File: src/rtl/serial_neuron.sv
// Serial multiply-accumulate neuron: LANES products per cycle over M inputs,
// followed by optional ReLU and saturation to a signed OUT_W result.
module serial_neuron #(
  parameter int K     = 4,
  parameter int N     = 4,
  parameter int B     = 4,
  parameter int M     = 4,
  parameter int LANES = 1,
  parameter int OUT_W = 8
) (
  input  logic             clk,
  input  logic             rst,
  input  logic             in_valid,
  output logic             in_ready,
  input  logic [M*K-1:0]   activation_input,
  input  logic [M*N-1:0]   weight,
  input  logic [B-1:0]     bias,
  input  logic             act_mode,
  output logic             out_valid,
  input  logic             out_ready,
  output logic [OUT_W-1:0] res,
  output logic             sat
);

  localparam int ACC_W = ((K + N > B) ? K + N : B) + $clog2(M + 1) + 1;
  localparam int STEPS = M / LANES;
  localparam int CNT_W = $clog2(STEPS + 1);
  localparam int CMP_W = ((ACC_W > OUT_W) ? ACC_W : OUT_W) + 1;

  typedef enum logic [1:0] {IDLE, MAC, FIN, HOLD} state_t;

  state_t                   state_q, state_d;
  logic [M*K-1:0]           act_q, act_d;
  logic [M*N-1:0]           wgt_q, wgt_d;
  logic                     mode_q, mode_d;
  logic signed [ACC_W-1:0]  acc_q, acc_d;
  logic [CNT_W-1:0]         step_q, step_d;
  logic [OUT_W-1:0]         res_q, res_d;
  logic                     sat_q, sat_d;
  logic                     out_valid_q, out_valid_d;

  logic signed [K-1:0]      a_el;
  logic signed [N-1:0]      w_el;
  logic signed [K+N-1:0]    prod;
  logic signed [ACC_W-1:0]  mac_sum;
  logic signed [ACC_W-1:0]  relu_val;
  logic signed [CMP_W-1:0]  relu_ext, max_v, min_v, clip_val;
  logic                     clip;

  // Sum of this step's LANES full-precision products, sign-extended to ACC_W
  always_comb begin
    mac_sum = '0;
    a_el    = '0;
    w_el    = '0;
    prod    = '0;
    for (int l = 0; l < LANES; l++) begin
      a_el    = act_q[(int'(step_q) * LANES + l) * K +: K];
      w_el    = wgt_q[(int'(step_q) * LANES + l) * N +: N];
      prod    = a_el * w_el;
      mac_sum = mac_sum + {{(ACC_W-K-N){prod[K+N-1]}}, prod};
    end
  end

  // ReLU then clip; compared in a width wider than both acc and result
  always_comb begin
    relu_val = (mode_q && acc_q[ACC_W-1]) ? '0 : acc_q;
    relu_ext = {{(CMP_W-ACC_W){relu_val[ACC_W-1]}}, relu_val};
    max_v    = {{(CMP_W-OUT_W+1){1'b0}}, {(OUT_W-1){1'b1}}};
    min_v    = {{(CMP_W-OUT_W+1){1'b1}}, {(OUT_W-1){1'b0}}};
    clip     = 1'b0;
    clip_val = relu_ext;
    if (relu_ext > max_v) begin
      clip_val = max_v;
      clip     = 1'b1;
    end else if (relu_ext < min_v) begin
      clip_val = min_v;
      clip     = 1'b1;
    end
  end

  always_comb begin
    state_d     = state_q;
    act_d       = act_q;
    wgt_d       = wgt_q;
    mode_d      = mode_q;
    acc_d       = acc_q;
    step_d      = step_q;
    res_d       = res_q;
    sat_d       = sat_q;
    out_valid_d = out_valid_q;
    case (state_q)
      IDLE: begin
        if (in_valid) begin
          act_d   = activation_input;
          wgt_d   = weight;
          mode_d  = act_mode;
          acc_d   = {{(ACC_W-B){bias[B-1]}}, bias};
          step_d  = '0;
          state_d = MAC;
        end
      end
      MAC: begin
        acc_d  = acc_q + mac_sum;
        step_d = step_q + CNT_W'(1);
        if (step_q == CNT_W'(STEPS - 1)) state_d = FIN;
      end
      FIN: begin
        res_d       = clip_val[OUT_W-1:0];
        sat_d       = clip;
        out_valid_d = 1'b1;
        state_d     = HOLD;
      end
      HOLD: begin
        if (out_ready) begin
          out_valid_d = 1'b0;
          state_d     = IDLE;
        end
      end
      default: state_d = IDLE;
    endcase
  end

  always_ff @(posedge clk) begin
    if (rst) begin
      state_q     <= IDLE;
      act_q       <= '0;
      wgt_q       <= '0;
      mode_q      <= 1'b0;
      acc_q       <= '0;
      step_q      <= '0;
      res_q       <= '0;
      sat_q       <= 1'b0;
      out_valid_q <= 1'b0;
    end else begin
      state_q     <= state_d;
      act_q       <= act_d;
      wgt_q       <= wgt_d;
      mode_q      <= mode_d;
      acc_q       <= acc_d;
      step_q      <= step_d;
      res_q       <= res_d;
      sat_q       <= sat_d;
      out_valid_q <= out_valid_d;
    end
  end

  assign in_ready  = (state_q == IDLE);
  assign out_valid = out_valid_q;
  assign res       = res_q;
  assign sat       = sat_q;

endmodule

File: config.mk
export PLATFORM = sky130hd
export DESIGN_NAME = serial_neuron
export DESIGN_NICKNAME = d
export VERILOG_FILES = /design/src/rtl/serial_neuron.sv
export SDC_FILE = /design/constraint.sdc
export NUM_CORES = 1
export LEC_CHECK = 0
export CORE_AREA = 8 8 94 96
export CTS_BUF_LIST = sky130_fd_sc_hd__clkbuf_4
export DETAILED_ROUTE_END_ITERATION = 8
export DIE_AREA = 0 0 102 104
export HOLD_SLACK_MARGIN = 0.12
export MAX_ROUTING_LAYER = met4
export PLACE_DENSITY = 0.78
export SLEW_MARGIN = 20
export SYNTH_ARGS = -nofsm -noshare
export SYNTH_HDL_FRONTEND = slang
export SYNTH_SLANG_ARGS = --single-unit
File: constraint.sdc
create_clock -name clk -period 5.7 [get_ports clk]
set_input_delay 1.14 -clock clk [delete_from_list [all_inputs] [get_ports clk]]
set_output_delay 1.14 -clock clk [all_outputs]
set_load 0.02 [all_outputs]
-- Word level (Yosys, flattened, before mapping)
Cells that the tools add are included.
- flip-flop bits (word level): 60
- latch bits: 0
- bits in writable memories: 0
- memory bits (read-only): 0
- output and inout port bits: 11
- memories kept: 0
- add/subtract/negate cells: 2
- multiply operators: 1
- divide/modulo/power cells: 0
- $lt $le $gt $ge: 2
- equal/unequal tests: 7
- shifts and indexed selects: 2
- multiplexer cells: 15
- bitwise operators: 0
- reductions and logical operators: 8
- operator list (kind ; number):
    16-bit by 6-bit indexed part select with 4-bit output ; 2
    12-bit two-way mux ; 2
    12-bit case mux with 2 select lines ; 1
    8-bit two-way mux ; 2
    12-bit by 8-bit adder with 12-bit output ; 1
    12-bit by 8-bit > comparator with 1-bit output (second input constant) ; 1
    12-bit by 8-bit < comparator with 1-bit output (second input constant) ; 1
    4-bit by 4-bit multiplier with 8-bit output ; 1
    2-bit case mux with 4 select lines ; 1
    2-bit two-way mux ; 3
    2-bit != test (second input constant) ; 3
    3-bit case mux with 2 select lines ; 1
    2-bit AND reduction ; 3
    2-bit == test (second input constant) ; 2
    2-bit nonzero test ; 2
    3-bit by 1-bit adder with 3-bit output (second input constant) ; 1
    3-bit by 2-bit == test with 1-bit output (second input constant) ; 1
    1-bit two-way mux ; 3
    3-bit two-way mux ; 1
    3-bit AND reduction ; 1
    2-bit by 1-bit == test with 1-bit output (second input constant) ; 1
    2-bit zero test ; 1
    1-bit case mux with 2 select lines ; 1
    1-bit logical AND ; 1

-- Depth between registers and ports, before layout
Gate-level depths: netlist (run 1).
- depth in word-level cells: 5
- depth in mapped cells: 17

-- Worst setup path after synthesis (run 1)
OpenSTA, ideal clock, no wires.
- path kind: register to register
- from: reg step_q[0]
- to: reg acc_q[11]
- library setup time: 0.131 ns
- arrival time: 4.398 ns
- setup slack: 1.171 ns
- cell stages (with the launch flop): 16
- buffers on the path: 1
- clock period less this slack: 4.529 ns
- cell sequence: dfxtp_1 -> buf_6 -> mux4_1 -> and3_1 -> fa_1 -> fa_1 -> inv_1 -> fa_1 -> inv_1 -> ha_1 -> o21a_1 -> o21a_1 -> o31a_1 -> a311oi_4 -> xnor2_1 -> o22ai_1
- longest elaborated chain between the ends: 4
- ends and longest elaborated chain (element ; RTL line ; source):
    from (decl) ; 37 ; logic [CNT_W-1:0] step_q, step_d;
    from (signal assigned) ; 140 ; step_q <= step_d;
    16-bit by 6-bit indexed part select with 4-bit output, on equally long branches ; 57, 58 ;
    4-bit by 4-bit multiplier with 8-bit output * ; 59 ; prod = a_el * w_el;
    12-bit by 8-bit adder with 12-bit output * ; 103 ; acc_d = acc_q + mac_sum;
    12-bit case mux with 2 select lines * ; 91 ; case (state_q)
    to (signal assigned) ; 129 ; acc_q <= '0;
    to (signal assigned) ; 139 ; acc_q <= acc_d;
    to (decl) ; 36 ; logic signed [ACC_W-1:0] acc_q, acc_d;
Every way passes the cells marked *; elsewhere a longest branch is shown, timed or not.
A chain may end at the register's enable or synchronous reset.

-- Worst setup path in the final report (run 1)
Same ends and word-level chain as after synthesis.

==> metrics.csv, run 1 <==
stage,metric,value,unit
clock_network,Root Buffer,clkbuf_4,
pwr,Max VDD drop,0.000200,V
sta,Max Fclk,0.201,GHz
pwr,Int Pwr,1.08,mW
global_route,largest net degree at the start of global routing,61,
route,DR pass1 iterations,4,
sta,RSZ-0062 raised after global routing,false,
sta,fin crit share,87.2,%
final_layout,non-filler instance count after layout,599,
min_path,critical hold path startpoint,step_q[2],
pwr,Gate power share,48.1,%
pwr,Clk pwr share,18.9,%
final_layout,fin nets,586,
critical_path,worst-path cell chain,mux4_1 > and3_1 > fa_1 > fa_1 > inv_1 > fa_1 > inv_1 > ha_1 > o21a_1 > o21a_1 > o31a_1 > a311oi_4 > xnor2_1 > o22ai_1,
min_path,Hold Path Sink,step_q[2],
clock_network,postcts setup bufs,0,
final_layout,area of the multi-input gates,2390,um^2
global_route,first-pass GRT wire length,15100,um
final_layout,ratio of cells with drive above 1 in the final layout,6.24,%
floorplan,DIE HEIGHT,104,um
clock_network,CTS sink count,60,
floorplan,boundary pin count,52,
pwr,pwr dens,395,nW/um^2
clock_network,CTS buffer count,9,
route,vias per cell,5.23,
clock_network,maximum clock path buffer count,2,
critical_path,Worst Setup Path Type,register to register,
floorplan,DIE WIDTH,102,um
sta,actual slew at the worst max-slew pin,1040,ps
place,dpl ws,730,ps
route,First DRT Iteration DRCs,140,
status,status,finished clean,
final_layout,most frequent cells in the layout,"nand2_1, dfxtp_1, a21oi_1",
critical_path,Critical R2R Capture,acc_q[11],
synthesis,"Seq/Total Area, Yosys",30.8,%
clock_network,number of H-tree levels,3,
clock_network,"Clk pin slew, worst setup/hold paths",110,ps
global_route,Tot GR Track Use,18.1,%
route,final wirelength,8670,um
critical_path,crit-path max cell delay,680,ps
final_layout,final core utilization,61.9,%
global_route,vias in the first global route,3262,
critical_path,Crit Path Max Fanout,11,
final_layout,FF+latch area,1200,um^2
sta,Setup Viol. Count Final,0,
sta,final hold viol count,0,
floorplan,Starting Density,52.3,%
route,Antenna Nets Post-Route,0,
sta,setup TNS,0,ps
pwr,sequential power share,33.0,%
pwr,Net Sw Power,0.743,mW
place,Placer Congestion,0.876,
global_route,initial antenna violation count,0,
synthesis,Syn Nets,544,
synthesis,"Async S/R FF share, synth",0,%
floorplan,Row Count,32,
critical_path,element type at the critical path end,register,
route,final routed DRC violation total,0,
clock_network,clk_lat worst skew,410,ps
floorplan,Die Footprint,10600,um^2
pwr,Sw Share,40.8,%
final_layout,"most common cell after layout, fill and taps aside",nand2_1,
route,via count,3134,
critical_path,CP max-delay cell,mux4_1,
final_layout,fill cell count,664,
clock_network,hold-fix buffers at CTS,0,
pwr,Lkg Pwr,2.01,nW
critical_path,CP arrival,5250,ps
place,Port Buffers,51,
synthesis,Yosys reg bits,60,
min_path,worst min path class,register to register,
critical_path,CP Launch Type,register,
critical_path,R2R setup slack,730,ps
route,WL per Instance,14.5,um
final_layout,Area Growth Syn to Fin,18.4,%
critical_path,Most common cell on crit path,fa_1,
clock_network,CTS tree,yes,
sta,final slew viol count,0,
floorplan,Placeable Area,7450,um^2
synthesis,unique cell type count in the Yosys netlist,48,
critical_path,Reg-to-Reg Start,step_q[0],
place,DP Wirelength,6770,um
synthesis,cells after synthesis,450,
synthesis,"Avg Cell Area, Syn",8.65,um^2
sta,Rel. slew slack,30.5,%
sta,Final Critical Period,4970,ps
min_path,Worst Hold Depth,2,
sta,final setup margin,729,ps
final_layout,antenna cells,0,
synthesis,Post-synth EDFFs,0,
synthesis,Synth Warn #,0,
critical_path,Worst EP required,5980,ps
synthesis,Post-synth top flop,dfxtp_1,
clock_network,post-CTS sizing,0,
synthesis,"Cell Area, Synth",3890,um^2
sta,Fin Clk Skew,16.0,ps
global_route,global route overflow,0,
critical_path,Worst Reg-to-Reg Cells,14,
place,Inst Count DP,583,
job,max cap viols,0,
[logic make-up after synthesis]
family / Yosys count / synth area share [%]
AO/OA/AOI/OAI: 93 / 14.5
XOR/XNOR: 9 / 2.22
adder cells (fa/ha/maj): 53 / 21.5
buffers and inverters: 78 / 7.78
flip-flops: 60 / 30.8
multiplexers: 14 / 6.75
AND/OR/NAND/NOR: 143 / 16.4
[power by group through the flow]
stage	Sequential, mW	Clock, mW	Combinational (mW)
5_1_grt	0.617	0.372	0.995
4_1_cts	0.602	0.349	0.883
6_report	0.601	0.344	0.877
2_1_floorplan	0.592	0	0.656
3_5_place_dp	0.611	0	0.877
3_3_place_gp	0.607	0	0.849
[worst max-delay path by stage]
stage / slack, ps / cells after the start / end / from
6_report: 730 / 14 / acc_q[11] / step_q[0]
3_5_place_dp: 730 / 14 / acc_q[11] / step_q[0]
2_1_floorplan: 1170 / 15 / acc_q[11] / step_q[0]
5_1_grt: 470 / 14 / acc_q[11] / step_q[0]
4_1_cts: 730 / 14 / acc_q[11] / step_q[0]
3_3_place_gp: 830 / 14 / acc_q[11] / step_q[0]
[area by class of cell]
cell class,instances,share of cell area [%]
multi-input combinational,312,51.9
sequential,60,26.1
timing repair buffer,53,11.3
inverter,56,4.56
tap,102,2.77
clock buffer,11,1.79
clock inverter,5,1.66
[sequential cells by signal, indices dropped and copies added (netlist names)]
register and cells:
mode_q 1, res 8, acc_q 12, wgt_q 16
step_q 3, act_q 16, state_q 2, out_valid 1
sat 1
[per-stage QoR]
step | hold WS (ps) | total power, mW | instance area [um^2]
finish | 457 | 1.82 | 4610
global route | 484 | 1.98 | 4610
CTS | 457 | 1.84 | 4610
detailed placement | 445 | 1.49 | 4450
global placement | 439 | 1.46 | 4450
floorplan | 432 | 1.25 | 3890
[Yosys cell counts, types with 3 or more instances]
cell	count	area, um^2
nand2b_1	5	31.3
mux2i_1	6	60.1
dfxtp_1	60	1200
a21o_1	3	22.5
and3_2	3	22.5
nor3_1	5	25.0
a21boi_0	6	45.0
a211oi_1	4	30.0
xnor2_1	6	52.6
and3_1	7	43.8
mux4_1	6	158
a21oi_1	57	285
o21a_1	4	30.0
o21ai_0	3	15.0
nand2_1	87	327
inv_1	56	210
fa_1	23	460
a31oi_1	3	18.8
clkbuf_1	18	67.6
ha_1	30	375
nor2_1	18	67.6
o21ai_1	3	15.0
nand3_1	3	15.0
[worst max-delay path: cells and delay by family, from the launching register on]
kind | cells | cell delay, ps
flops | 1 | 670
mux | 1 | 680
xor+xnor | 1 | 150
compound gates | 5 | 900
simple gates | 1 | 260
buf+inv | 2 | 90
fa+ha+maj | 4 | 2080
[per-layer routing]
metal / vias up / global-route usage, % / share of wire (%)
li1: 1585 / - / -
met1: 1467 / 22.1 / 45
met2: 71 / 28.0 / 49
met3: 11 / 3.88 / 3.8
met4: 0 / 7.66 / 2.0
met5: - / - / 0
No activity file was read; power rests on OpenSTA's default activity.
==> run 2: changes to the inputs <==
--- a/config.mk
+++ b/config.mk
@@ -5,10 +5,10 @@
 export SDC_FILE = /design/constraint.sdc
 export NUM_CORES = 1
 export LEC_CHECK = 0
-export CORE_AREA = 8 8 94 96
+export CORE_AREA = 8 8 96 98
 export CTS_BUF_LIST = sky130_fd_sc_hd__clkbuf_4
 export DETAILED_ROUTE_END_ITERATION = 8
-export DIE_AREA = 0 0 102 104
+export DIE_AREA = 0 0 104 106
 export HOLD_SLACK_MARGIN = 0.12
 export MAX_ROUTING_LAYER = met4
 export PLACE_DENSITY = 0.78
==> constraint.sdc (replaced) <==
create_clock -name clk -period 4.3 [get_ports clk]
set_input_delay 0.86 -clock clk [delete_from_list [all_inputs] [get_ports clk]]
set_output_delay 0.86 -clock clk [all_outputs]
set_load 0.02 [all_outputs]
==> metrics.csv, run 2 (same netlist as run 1, synthesis figures left out) <==
stage,metric,value,unit
sta,setup TNS,-87.6,ps
clock_network,clk_lat worst skew,420,ps
pwr,Lkg Pwr,2.15,nW
floorplan,boundary pin count,52,
critical_path,Reg-to-Reg Start,step_q[0],
critical_path,CP Depth,15,
clock_network,CTS tree,yes,
sta,Worst Hold Slack,462,ps
route,vias per cell,5.33,
route,WL per Instance,15.7,um
critical_path,CP startpoint,step_q[0],
sta,final setup margin,-59.4,ps
sta,Max Fclk,0.229,GHz
floorplan,Starting Density,49.6,%
critical_path,Worst Setup Path Type,register to register,
sta,Final Critical Period,4360,ps
place,Inst Count DP,615,
route,Antenna Nets Post-Route,0,
global_route,vias in the first global route,3561,
critical_path,worst-path cell chain,buf_4 > mux4_2 > and3_4 > fa_2 > fa_1 > inv_1 > fa_1 > inv_1 > ha_4 > o21a_1 > o21a_1 > o31a_1 > a311oi_4 > xnor2_1 > o22ai_1,
final_layout,Area Growth Syn to Fin,31.5,%
critical_path,Worst Reg-to-Reg Cells,15,
floorplan,Placeable Area,7850,um^2
final_layout,non-filler instance count after layout,642,
final_layout,fill cell count,625,
final_layout,fin nets,626,
global_route,met2 Use GR,33.0,%
place,Placer Congestion,0.898,
floorplan,Die Footprint,11000,um^2
sta,fin crit share,101,%
critical_path,crit-path max cell delay,580,ps
global_route,first-pass GRT wire length,16400,um
place,Port Buffers,51,
route,First DRT Iteration DRCs,174,
critical_path,R2R setup slack,-60,ps
floorplan,DIE HEIGHT,106,um
sta,RSZ-0062 raised after global routing,true,
critical_path,Worst EP required,4590,ps
clock_network,maximum clock path buffer count,2,
place,DP Wirelength,7250,um
critical_path,CP arrival,4650,ps
clock_network,CTS buffer count,9,
sta,final hold viol count,0,
critical_path,CP Launch Type,register,
final_layout,most frequent cells in the layout,"nand2_1, dfxtp_1, a21oi_1",
global_route,initial antenna violation count,0,
route,DR pass1 iterations,4,
sta,Fin Clk Skew,22.4,ps
critical_path,family with the most delay on the worst path,adder cells,
critical_path,Critical R2R Capture,acc_q[11],
final_layout,Top Registers,"act_q (16), wgt_q (16), acc_q (12)",
status,status,finished with violations,
job,max cap viols,0,
route,final wirelength,10100,um
critical_path,Buf/Inv on CP,3,
floorplan,Row Count,33,
clock_network,Root Buffer,clkbuf_4,
status,failing checks,negative setup slack,
global_route,met1 Use GR,20.4,%
global_route,M3 GR Usage,2.78,%
sta,Rel. slew slack,41.8,%
global_route,Tot GR Track Use,18.5,%
global_route,largest net degree at the start of global routing,48,
final_layout,ratio of cells with drive above 1 in the final layout,21.0,%
pwr,Max VDD drop,0.000299,V
pwr,pwr dens,538,nW/um^2
critical_path,element type at the critical path end,register,
sta,Setup Viol. Count Final,2,
critical_path,crit path capture,acc_q[11],
final_layout,antenna cells,0,
critical_path,Crit Path Max Fanout,6,
global_route,busiest grt layer,met2,
place,dpl ws,-402,ps
clock_network,CTS sink count,60,
floorplan,DIE WIDTH,104,um
min_path,worst min path class,register to register,
route,final routed DRC violation total,0,
clock_network,number of H-tree levels,3,
global_route,global route overflow,0,
final_layout,"most common cell after layout, fill and taps aside",nand2_1,
critical_path,CP max-delay cell,fa_1,
final_layout,final core utilization,65.3,%
clock_network,"Clk pin slew, worst setup/hold paths",120,ps
sta,final slew viol count,0,
route,via count,3423,
sta,actual slew at the worst max-slew pin,872,ps
## run 2: power by group
group          switching, mW  internal, mW  leakage, nW  total (mW)
Clock                  0.226         0.242       0.0826       0.468
Combinational          0.796         0.688         1.58        1.48
Sequential             0.121         0.684        0.493       0.805
## run 2: area by class of cell
| cell class | instances | area [um^2] | share of cell area [%] |
|---|---|---|---|
| clock buffers | 10 | 75.1 | 1.47 |
| clock inverters | 6 | 88.8 | 1.73 |
| inverters | 56 | 210 | 4.10 |
| multi-input cells | 312 | 2580 | 50.3 |
| flip-flops and latches | 60 | 1210 | 23.6 |
| well taps | 105 | 131 | 2.57 |
| repair buffers | 93 | 832 | 16.2 |
## run 2: tightest hold or removal path: cells and delay by family (launching register included)
| family | cells | cell delay, ps |
|---|---|---|
| AOI/OAI and AO/OA | 1 | 50 |
| DFF | 1 | 320 |
| and+or+nand+nor | 1 | 50 |
## run 2: metrics by stage
step           power (mW)  area, um^2
2_1_floorplan        1.67        3910
3_3_place_gp         2.05        4690
3_5_place_dp         2.12        4690
4_1_cts              2.68        5030
5_1_grt              2.95        5120
6_report             2.76        5120
## run 2: worst min-delay path by stage
stage / slack, ps / start / to / cells past startpoint
global route: 470 / wgt_q[4] / wgt_q[4] / 2
detailed placement: 440 / act_q[5] / act_q[5] / 2
finish: 460 / step_q[2] / step_q[2] / 2
floorplan: 430 / act_q[4] / act_q[4] / 2
global placement: 440 / wgt_q[1] / wgt_q[1] / 2
CTS: 460 / wgt_q[4] / wgt_q[4] / 2
## run 2: layer usage
layer,wire [um],up-vias
li1,-,1655
met1,4070,1659
met2,5440,92
met3,411,17
met4,182,0
met5,0,-
## run 2: timing repair
item,CTS,global route
setup buffers,5,7
pin swaps,30,21
hold buffers,0,0
endpoints found under the setup margin,8,7
gates resized for setup,31,13
